### config.mk
export PLATFORM = sky130hd
export DESIGN_NAME = spi_mem_responder
export DESIGN_NICKNAME = d
export VERILOG_FILES = /design/src/rtl/spi_resp_pkg.sv /design/src/rtl/spi_sync_edge.sv /design/src/rtl/spi_mem_responder.sv
export SDC_FILE = /design/constraint.sdc
export NUM_CORES = 1
export LEC_CHECK = 0
export CAP_MARGIN = 5
export CORE_MARGIN = 10
export CORE_UTILIZATION = 45
export DETAILED_ROUTE_END_ITERATION = 10
export GPL_TIMING_DRIVEN = 0
export PLACE_DENSITY_LB_ADDON = 0.08
export REMOVE_ABC_BUFFERS = 1
export SLEW_MARGIN = 10
export SYNTH_ARGS = -nofsm -noshare
export SYNTH_HDL_FRONTEND = slang
export SYNTH_SLANG_ARGS = --single-unit
### constraint.sdc
create_clock -name clock -period 2.2 [get_ports clock]
set_input_delay 0.33 -clock clock [delete_from_list [all_inputs] [get_ports clock]]
set_output_delay 0.33 -clock clock [all_outputs]
set_load 0.005 [all_outputs]
### src/rtl/spi_resp_pkg.sv
// Shared types and command codes for the SPI memory responder.
package spi_resp_pkg;

  typedef enum logic [2:0] {IDLE, CMD, ADDR, RD_DATA, WR_DATA, DISCARD} state_t;

  localparam logic [7:0] CMD_READ   = 8'h03;
  localparam logic [7:0] CMD_WRITE  = 8'h02;
  localparam logic [7:0] CMD_STATUS = 8'h05;

  function automatic logic [15:0] sat_inc16(input logic [15:0] v);
    return (v == 16'hFFFF) ? v : v + 16'd1;
  endfunction

endpackage

### src/rtl/spi_sync_edge.sv
// 2-FF synchroniser for sclk/cs_n/mosi plus sclk rise/fall detection.
module spi_sync_edge (
  input  logic clock,
  input  logic reset,
  input  logic sclk,
  input  logic cs_n,
  input  logic mosi,
  output logic cs_n_s,
  output logic mosi_s,
  output logic rise,
  output logic fall
);

  // bit order {sclk, cs_n, mosi}
  logic [2:0] s1_q, s1_d, s2_q, s2_d;
  logic       prev_q, prev_d;

  always_comb begin
    s1_d   = {sclk, cs_n, mosi};
    s2_d   = s1_q;
    prev_d = s2_q[2];
  end

  // cs_n resets to "selected" so the responder cannot treat the first
  // synchroniser fill after reset as a frame boundary.
  always_ff @(posedge clock or negedge reset) begin
    if (!reset) begin
      s1_q   <= '0;
      s2_q   <= '0;
      prev_q <= 1'b0;
    end else begin
      s1_q   <= s1_d;
      s2_q   <= s2_d;
      prev_q <= prev_d;
    end
  end

  assign cs_n_s = s2_q[1];
  assign mosi_s = s2_q[0];
  assign rise   = s2_q[2] & ~prev_q;
  assign fall   = ~s2_q[2] & prev_q;

endmodule

### src/rtl/spi_mem_responder.sv
// SPI mode-0 slave bridging a master to a single-port RAM (read/write bursts).
// Optional status command (0x05) enabled by defining SPI_RESP_STATUS_EN.
module spi_mem_responder
  import spi_resp_pkg::*;
#(
  parameter int ADDR_WIDTH = 8,
  parameter int DATA_WIDTH = 32
) (
  input  logic                  clock,
  input  logic                  reset,
  input  logic                  sclk,
  input  logic                  cs_n,
  input  logic                  mosi,
  output logic                  miso,
  output logic                  miso_oe,
  output logic [ADDR_WIDTH-1:0] ram_addr,
  output logic                  ram_we,
  output logic [DATA_WIDTH-1:0] ram_wdata,
  input  logic [DATA_WIDTH-1:0] ram_rdata,
  output logic                  xfer_done
);

  logic cs_n_s, mosi_s, rise, fall;

  spi_sync_edge u_sync (
    .clock  (clock),
    .reset  (reset),
    .sclk   (sclk),
    .cs_n   (cs_n),
    .mosi   (mosi),
    .cs_n_s (cs_n_s),
    .mosi_s (mosi_s),
    .rise   (rise),
    .fall   (fall)
  );

  state_t                state_q, state_d;
  logic [7:0]            cnt_q, cnt_d;
  logic [DATA_WIDTH-1:0] shift_q, shift_d;
  logic                  rd_q, rd_d;
  logic                  armed_q, armed_d;
  logic [1:0]            ld_pipe_q, ld_pipe_d;
  logic                  miso_q, miso_d;
  logic                  oe_q, oe_d;
  logic [ADDR_WIDTH-1:0] addr_q, addr_d;
  logic                  we_q, we_d;
  logic [DATA_WIDTH-1:0] wdata_q, wdata_d;
  logic                  done_q, done_d;

  logic [DATA_WIDTH-1:0] newbits, load_word, cur_word;

`ifdef SPI_RESP_STATUS_EN
  logic        stat_q, stat_d;
  logic [15:0] wr_cnt_q, wr_cnt_d, rd_cnt_q, rd_cnt_d;
  assign load_word = stat_q ? DATA_WIDTH'({wr_cnt_q, rd_cnt_q}) : ram_rdata;
`else
  assign load_word = ram_rdata;
`endif

  assign newbits = {shift_q[DATA_WIDTH-2:0], mosi_s};
  // ld_pipe[1] marks the clock in which the fetched word is valid; bypass it
  // so a fall landing in that same clock still sees the new MSB.
  assign cur_word = ld_pipe_q[1] ? load_word : shift_q;

  always_comb begin
    state_d   = state_q;
    cnt_d     = cnt_q;
    shift_d   = shift_q;
    rd_d      = rd_q;
    armed_d   = armed_q;
    ld_pipe_d = {ld_pipe_q[0], 1'b0};
    miso_d    = miso_q;
    oe_d      = oe_q;
    addr_d    = addr_q;
    we_d      = 1'b0;
    wdata_d   = wdata_q;
    done_d    = 1'b0;
`ifdef SPI_RESP_STATUS_EN
    stat_d    = stat_q;
    wr_cnt_d  = we_q ? sat_inc16(wr_cnt_q) : wr_cnt_q;
    rd_cnt_d  = rd_cnt_q;
`endif

    // Post-write increment runs regardless of cs_n so a scheduled write completes.
    if (we_q) addr_d = addr_q + ADDR_WIDTH'(1);

    if (cs_n_s) begin
      state_d = IDLE;
      cnt_d   = '0;
      oe_d    = 1'b0;
      miso_d  = 1'b0;
      armed_d = 1'b1;
`ifdef SPI_RESP_STATUS_EN
      stat_d  = 1'b0;
`endif
    end else begin
      case (state_q)
        IDLE: begin
          cnt_d = '0;
          if (armed_q) state_d = CMD;
        end
        CMD: if (rise) begin
          shift_d = newbits;
          cnt_d   = cnt_q + 8'd1;
          if (cnt_q == 8'd7) begin
            cnt_d = '0;
            case (newbits[7:0])
              CMD_READ:   begin state_d = ADDR; rd_d = 1'b1; end
              CMD_WRITE:  begin state_d = ADDR; rd_d = 1'b0; end
`ifdef SPI_RESP_STATUS_EN
              CMD_STATUS: begin
                state_d      = RD_DATA;
                stat_d       = 1'b1;
                ld_pipe_d[0] = 1'b1;
              end
`endif
              default:    state_d = DISCARD;
            endcase
          end
        end
        ADDR: if (rise) begin
          shift_d = newbits;
          cnt_d   = cnt_q + 8'd1;
          if (cnt_q == 8'(ADDR_WIDTH-1)) begin
            cnt_d  = '0;
            addr_d = newbits[ADDR_WIDTH-1:0];
            if (rd_q) begin
              state_d      = RD_DATA;
              ld_pipe_d[0] = 1'b1;
            end else begin
              state_d = WR_DATA;
            end
          end
        end
        RD_DATA: begin
          shift_d = cur_word;
          if (fall) begin
            oe_d    = 1'b1;
            miso_d  = cur_word[DATA_WIDTH-1];
            shift_d = {cur_word[DATA_WIDTH-2:0], 1'b0};
          end
          if (rise) begin
            cnt_d = cnt_q + 8'd1;
            if (cnt_q == 8'(DATA_WIDTH-1)) begin
              cnt_d        = '0;
              done_d       = 1'b1;
              ld_pipe_d[0] = 1'b1;
`ifdef SPI_RESP_STATUS_EN
              if (!stat_q) begin
                addr_d   = addr_q + ADDR_WIDTH'(1);
                rd_cnt_d = sat_inc16(rd_cnt_q);
              end
`else
              addr_d = addr_q + ADDR_WIDTH'(1);
`endif
            end
          end
        end
        WR_DATA: if (rise) begin
          shift_d = newbits;
          cnt_d   = cnt_q + 8'd1;
          if (cnt_q == 8'(DATA_WIDTH-1)) begin
            cnt_d   = '0;
            wdata_d = newbits;
            we_d    = 1'b1;
            done_d  = 1'b1;
          end
        end
        DISCARD: ;
        default: state_d = IDLE;
      endcase
    end
  end

  always_ff @(posedge clock or negedge reset) begin
    if (!reset) begin
      state_q   <= IDLE;
      cnt_q     <= '0;
      shift_q   <= '0;
      rd_q      <= 1'b0;
      armed_q   <= 1'b0;
      ld_pipe_q <= '0;
      miso_q    <= 1'b0;
      oe_q      <= 1'b0;
      addr_q    <= '0;
      we_q      <= 1'b0;
      wdata_q   <= '0;
      done_q    <= 1'b0;
    end else begin
      state_q   <= state_d;
      cnt_q     <= cnt_d;
      shift_q   <= shift_d;
      rd_q      <= rd_d;
      armed_q   <= armed_d;
      ld_pipe_q <= ld_pipe_d;
      miso_q    <= miso_d;
      oe_q      <= oe_d;
      addr_q    <= addr_d;
      we_q      <= we_d;
      wdata_q   <= wdata_d;
      done_q    <= done_d;
    end
  end

`ifdef SPI_RESP_STATUS_EN
  always_ff @(posedge clock or negedge reset) begin
    if (!reset) begin
      stat_q   <= 1'b0;
      wr_cnt_q <= '0;
      rd_cnt_q <= '0;
    end else begin
      stat_q   <= stat_d;
      wr_cnt_q <= wr_cnt_d;
      rd_cnt_q <= rd_cnt_d;
    end
  end
`endif

  assign miso      = miso_q;
  assign miso_oe   = oe_q;
  assign ram_addr  = addr_q;
  assign ram_we    = we_q;
  assign ram_wdata = wdata_q;
  assign xfer_done = done_q;

endmodule
-- After elaboration in Yosys (flattened, before gate mapping)
Cells that the tools add are included.
- register bits: 98
- bits of input ports: 37
- word-level logic and storage cells: 101
- add/subtract/negate cells: 2
- eq/ne operators: 18
- mux-type cells: 44
- bitwise gates (word level): 5
- reductions and logical operators: 17
- operators with widths (operator ; number):
    $mux 32 ; 3
    $mux 8 ; 11
    $pmux 32 s2 ; 1
    $mux 3 ; 8
    $pmux 8 s3 ; 1
    $add 8x1->8 const B ; 2
    $eq 8x2->1 const B ; 2
    $mux 1 ; 16
    $pmux 8 s2 ; 1
    $ne 3x2->1 const B ; 5
    $pmux 3 s4 ; 1
    $eq 8x3->1 const B ; 1
    $eq 8x5->1 const B ; 1
    $reduce_bool 2->1 ; 4
    $eq 3x2->1 const B ; 2
    $eq 3x3->1 const B ; 2
    $ne 3x1->1 const B ; 2
    $reduce_and 3->1 ; 2
    $reduce_and 6->1 ; 1
    $reduce_or 2->1 ; 3
    $reduce_or 3->1 ; 2
    $reduce_and 5->1 ; 1
    $ne 2x1->1 const B ; 2
    $pmux 1 s2 ; 2
    other kinds (7) ; 10

-- Logic depth before layout (Yosys ltp)
- word-level depth: 7
- depth in mapped cells: 8

-- Hierarchy
Synthesis repeated with hierarchy kept, for this count alone.
- cell total of the unflattened synthesis: 472
- area, all modules: 5417.7 sq um
- by module, submodules not included (module ; instances ; cells an instance ; area an instance (sq um) ; seq. area each (sq um)):
    spi_mem_responder ; 1 ; 463 ; 5227.5 ; 2277.2
    spi_sync_edge ; 1 ; 9 ; 190.2 ; 175.2

-- Worst setup path after synthesis
OpenSTA, ideal clock, no wires.
- path type: register to register
- start point: reg cnt_q[0]
- end point: reg wdata_q[10] (netlist: ram_wdata[10])
- setup time: 0.125 ns
- arrival: 1.805 ns
- data required time: 2.075 ns
- setup slack: 0.270 ns
- stages on the path, launching flop included: 7
- buffers on the path: 1
- period minus slack after synthesis: 1.930 ns
- cells stage by stage: dfrtp_1 ha_1 and4bb_2 nand2_1 nor3_4 buf_4 mux2_2
- cells in the longest elaborated chain, start to end: 2
- ends and longest elaborated chain (element ; line ; RTL):
    from (decl) ; spi_mem_responder.sv:38 ; logic [7:0] cnt_q, cnt_d;
    from (signal assigned) ; spi_mem_responder.sv:191 ; cnt_q <= cnt_d;
    $eq 8x5->1 ; spi_mem_responder.sv:162 ; if (cnt_q == 8'(DATA_WIDTH-1)) begin
    $reduce_and 4->1 (no line) ; n/a ;
    to (signal assigned) ; spi_mem_responder.sv:200 ; wdata_q <= wdata_d;
    to (decl) ; spi_mem_responder.sv:47 ; logic [DATA_WIDTH-1:0] wdata_q, wdata_d;
No other way between the ends.
A chain may end at the register's enable or synchronous reset.

-- Worst setup path in the final report
- start point: reg state_q[1]
- end point: reg wdata_q[25] (netlist: ram_wdata[25])
- cells in the longest elaborated chain, start to end: 2
- ends and longest elaborated chain (element ; line ; RTL):
    from (decl) ; spi_mem_responder.sv:37 ; state_t state_q, state_d;
    from (signal assigned) ; spi_mem_responder.sv:190 ; state_q <= state_d;
    $eq 3x3->1 ; spi_mem_responder.sv:97 ; case (state_q)
    $reduce_and 4->1 (no line) ; n/a ;
No other way between the ends.

==> impl_metrics.ini <==
[clock_network]
cts_tree = built
clk-insertion-delay-late_ns = 0.36
cts_buffer_depth = 2
htreeDepth = 3
cts_sinks = 98
root_buffer = clkbuf_16
cts_buffers = 9
clkSlewWorstSetupHoldPaths_ns = 0.07

[hold_path]
hold_end = u_sync.s2_q[2]
hold_path.startpoint = u_sync.s1_q[2]
min_path_cells = 0
min_path_type = register to register

[pwr]
vdd_drop_max_uv = 610
total_power_mw = 5.36
clockPowerShare_pct = 32.7
power_switching_mw = 1.58
p_comb_share_pct = 20.3
swShare_pct = 29.5
p_leak_nw = 2.58
p_per_area_mw_per_mm2 = 808
p_seq_share_pct = 47.0
intPower_mw = 3.77

[sta]
worst_pin_slew_ns = 0.571
finalHoldViolCount = 0
setup_ws_ns = 0.0732
clock.fmax_mhz = 470
skew_ns = 0.00767
slew_headroom_pct = 61.4
slew_viol_final = 0
fin_crit_sh_pct = 96.7
grt_setup_unrepaired = no
period_needed_ns = 2.13
finalSetupViolCount = 0

[detailed_routing]
wl_microns = 13500
vias = 4052
viasPerCell = 5.96
drt_iter0_markers = 347
drcViolationCount = 0
firstDrtPassIters = 7
wire_per_inst_microns = 19.8
drt.antenna.violating_nets = 0

[synth]
syn_avg_cell_area_sq_um = 11.5
synth_edf_count = 0
ys.flop_type = dfrtp_1
synth_cells = 457
ys_warn_count = 0
synth-seq-cells = 98
synthArstFlopShare_pct = 100
syn_area_sq_mm = 0.00525
yosysSeqAreaShare_pct = 46.7
synth_cell_types = 59

[placement]
place.port_buffers = 80
place_congestion = 0.860
pre_cts_ws_ns = -0.674
dpl_cell_area_sq_mm = 0.00615
place_hpwl_microns = 8800

[finish]
n_antenna_cell = 0
area_delta_synth_final_pct = 26.3
drive_gt1_share_pct = 21.8
design_area_sq_mm = 0.00663
n_fill_cell = 985
final_nets = 571

[worst_setup_path]
timing.rr.end = ram_wdata[25]
criticalPathCategory = register to register
regToRegSetupSlack_ns = 0.07
arrival_ns = 2.37
required_ns = 2.44
cp_slowest_cell = dfrtp_4
critPathMaxStageDelay_ns = 0.60
start_kind = register
crit_family = simple AND/OR/NAND/NOR gates
rr_startpoint = state_q[1]
worstSetupEndpointType = register
r2r_cells = 4
worstPathCellList = or3b_4, nor3_4, buf_4, mux2_2
critPathMaxFanout = 20
path_buf_inv = 1

[global_routing]
grtUsageMet3_pct = 7.07
grt_max_degree = 62
use_met1_pct = 19.6
busiest_layer = met2
grt.overflow.total = 0
grt_pass1_wl_microns = 21900
groute.usage.overall_pct = 16.6
grt_util_met2_pct = 26.9
antenna_found_initial = 0
grt_pass1_vias = 4159

[floorplanning]
dieArea_sq_mm = 0.0164
rows = 39
die_w_microns = 128
start_util_pct = 46.0
core_area_sq_mm = 0.0114
fp.dieH_microns = 128
num_io_pins = 81

[run_status]
status = complete, no violations

[job]
maxCapViolations = 0
flip-flops by register name, summed over array words and instances, names as in the netlist, 2 cells and up:
register	cells
shift_q	32
state_q	3
ram_addr	8
cnt_q	8
u_sync.s1_q	3
ram_wdata	32
u_sync.s2_q	3
ld_pipe_q	2
routing by layer:
layer	up-vias	routed length, microns
li1	1863	-
met1	2057	5650
met2	117	6520
met3	15	1090
met4	0	223
met5	-	0
worst register-to-register path: stages, from the launching register on:
cell and delay (ns):
dfrtp_4 0.60, or3b_4 0.49, nor3_4 0.35, buf_4 0.23, mux2_2 0.34
cells by family after synthesis:
group                    Yosys count  synth area share [%]
AND/OR/NAND/NOR                  160                  15.1
adder cells (fa/ha/maj)            3                 0.691
AO/OA/AOI/OAI                     80                  10.3
XOR/XNOR                          12                  2.00
buffers and inverters             33                  3.81
multiplexers                      71                  21.3
flip-flops                        98                  46.7
power groups by stage:
stage	logic [mW]	registers [mW]	clock network, mW
detailed placement	1.04	2.53	0
global placement	0.997	2.52	0
finish	1.09	2.52	1.75
floorplan	0.822	2.39	0
CTS	1.07	2.50	1.80
global route	1.20	2.57	1.86
layout by cell type (no fill, tap or decap), types with 8 or more instances in the layout:
| master | n |
|---|---|
| dfrtp_1 | 94 |
| nor2_1 | 81 |
| clkdlybuf4s50_1 | 79 |
| mux2_2 | 36 |
| mux4_2 | 29 |
| o22ai_1 | 29 |
| nand2_1 | 22 |
| nand3_1 | 9 |
| a21oi_1 | 9 |
| clkbuf_16 | 9 |
| xnor2_1 | 8 |
synth_stat cells (all sizes together) (2+ instances only):
cell type	number	area share [%]
a221oi	2	0.33
nor2	81	5.8
clkbuf	6	0.43
a32o	3	0.57
o2111ai	2	0.33
a22oi	5	0.72
or3	2	0.24
mux4	29	12
and3	5	0.60
a21oi	10	1.2
nor4	3	0.64
o22ai	29	3.5
nand2	23	1.6
nor3b	2	0.48
nor2b	4	0.48
or3b	2	0.38
and2	3	0.36
nor3	5	0.69
a31oi	3	0.36
ha	2	0.48
xor2	4	0.67
a22o	3	0.50
xnor2	8	1.3
mux2	36	7.7
nand3b	4	0.57
mux2i	6	1.1
nand4	3	0.36
or2	4	0.48
inv	4	0.29
buf	23	3.1
o21ai	10	0.95
dfrtp	98	47
nand3	9	0.86
a211oi	5	0.72
nand2b	4	0.48
worst max path at each step:
| stage | from | end | slack (ns) | cells past startpoint |
|---|---|---|---|---|
| finish | state_q[1] | ram_wdata[25] | 0.07 | 4 |
| global route | cnt_q[1] | rd_q | 0.01 | 6 |
| CTS | state_q[0] | shift_q[15] | -0.11 | 5 |
| detailed placement | state_q[1] | shift_q[25] | -0.67 | 5 |
| global placement | reset | ram_wdata[25] | -3.01 | 1 |
| floorplan | cnt_q[0] | ram_wdata[0] | -0.20 | 5 |
layout make-up:
cell class                      instances  area, sq um  share of cell area, %
Clock buffer                           10          229                   3.45
Clock inverter                          6         96.3                   1.45
Inverter                                4         15.0                  0.227
Multi-Input combinational cell        328         2700                   40.7
Sequential cell                        98         2460                   37.1
Tap cell                              143          179                   2.70
Timing Repair Buffer                   91          951                   14.3
what timing repair did:
item                       in CTS  in global routing
hold buffers                    1                  0
pin swaps                       1                  1
setup endpoints to repair      57                 65
resized for setup               9                  9
setup buffers                   4                  2
hold endpoints to repair       37                  0
gates cloned                    1                  1
stage by stage:
step | hold slack (ns) | cells | TNS [ns] | util, %
after CTS | 0.352 | 677 | -1.78 | 57.5
final | 0.350 | 680 | 0 | 58.0
after detailed placement | 0.337 | 655 | -24.91 | 53.8
after global routing | 0.368 | 680 | 0 | 58.0
after global placement | 0.337 | 651 | -347.15 | 52.9
after floorplan | 0.0344 | 428 | -9.61 | -
(Power assumes the default switching activity.)
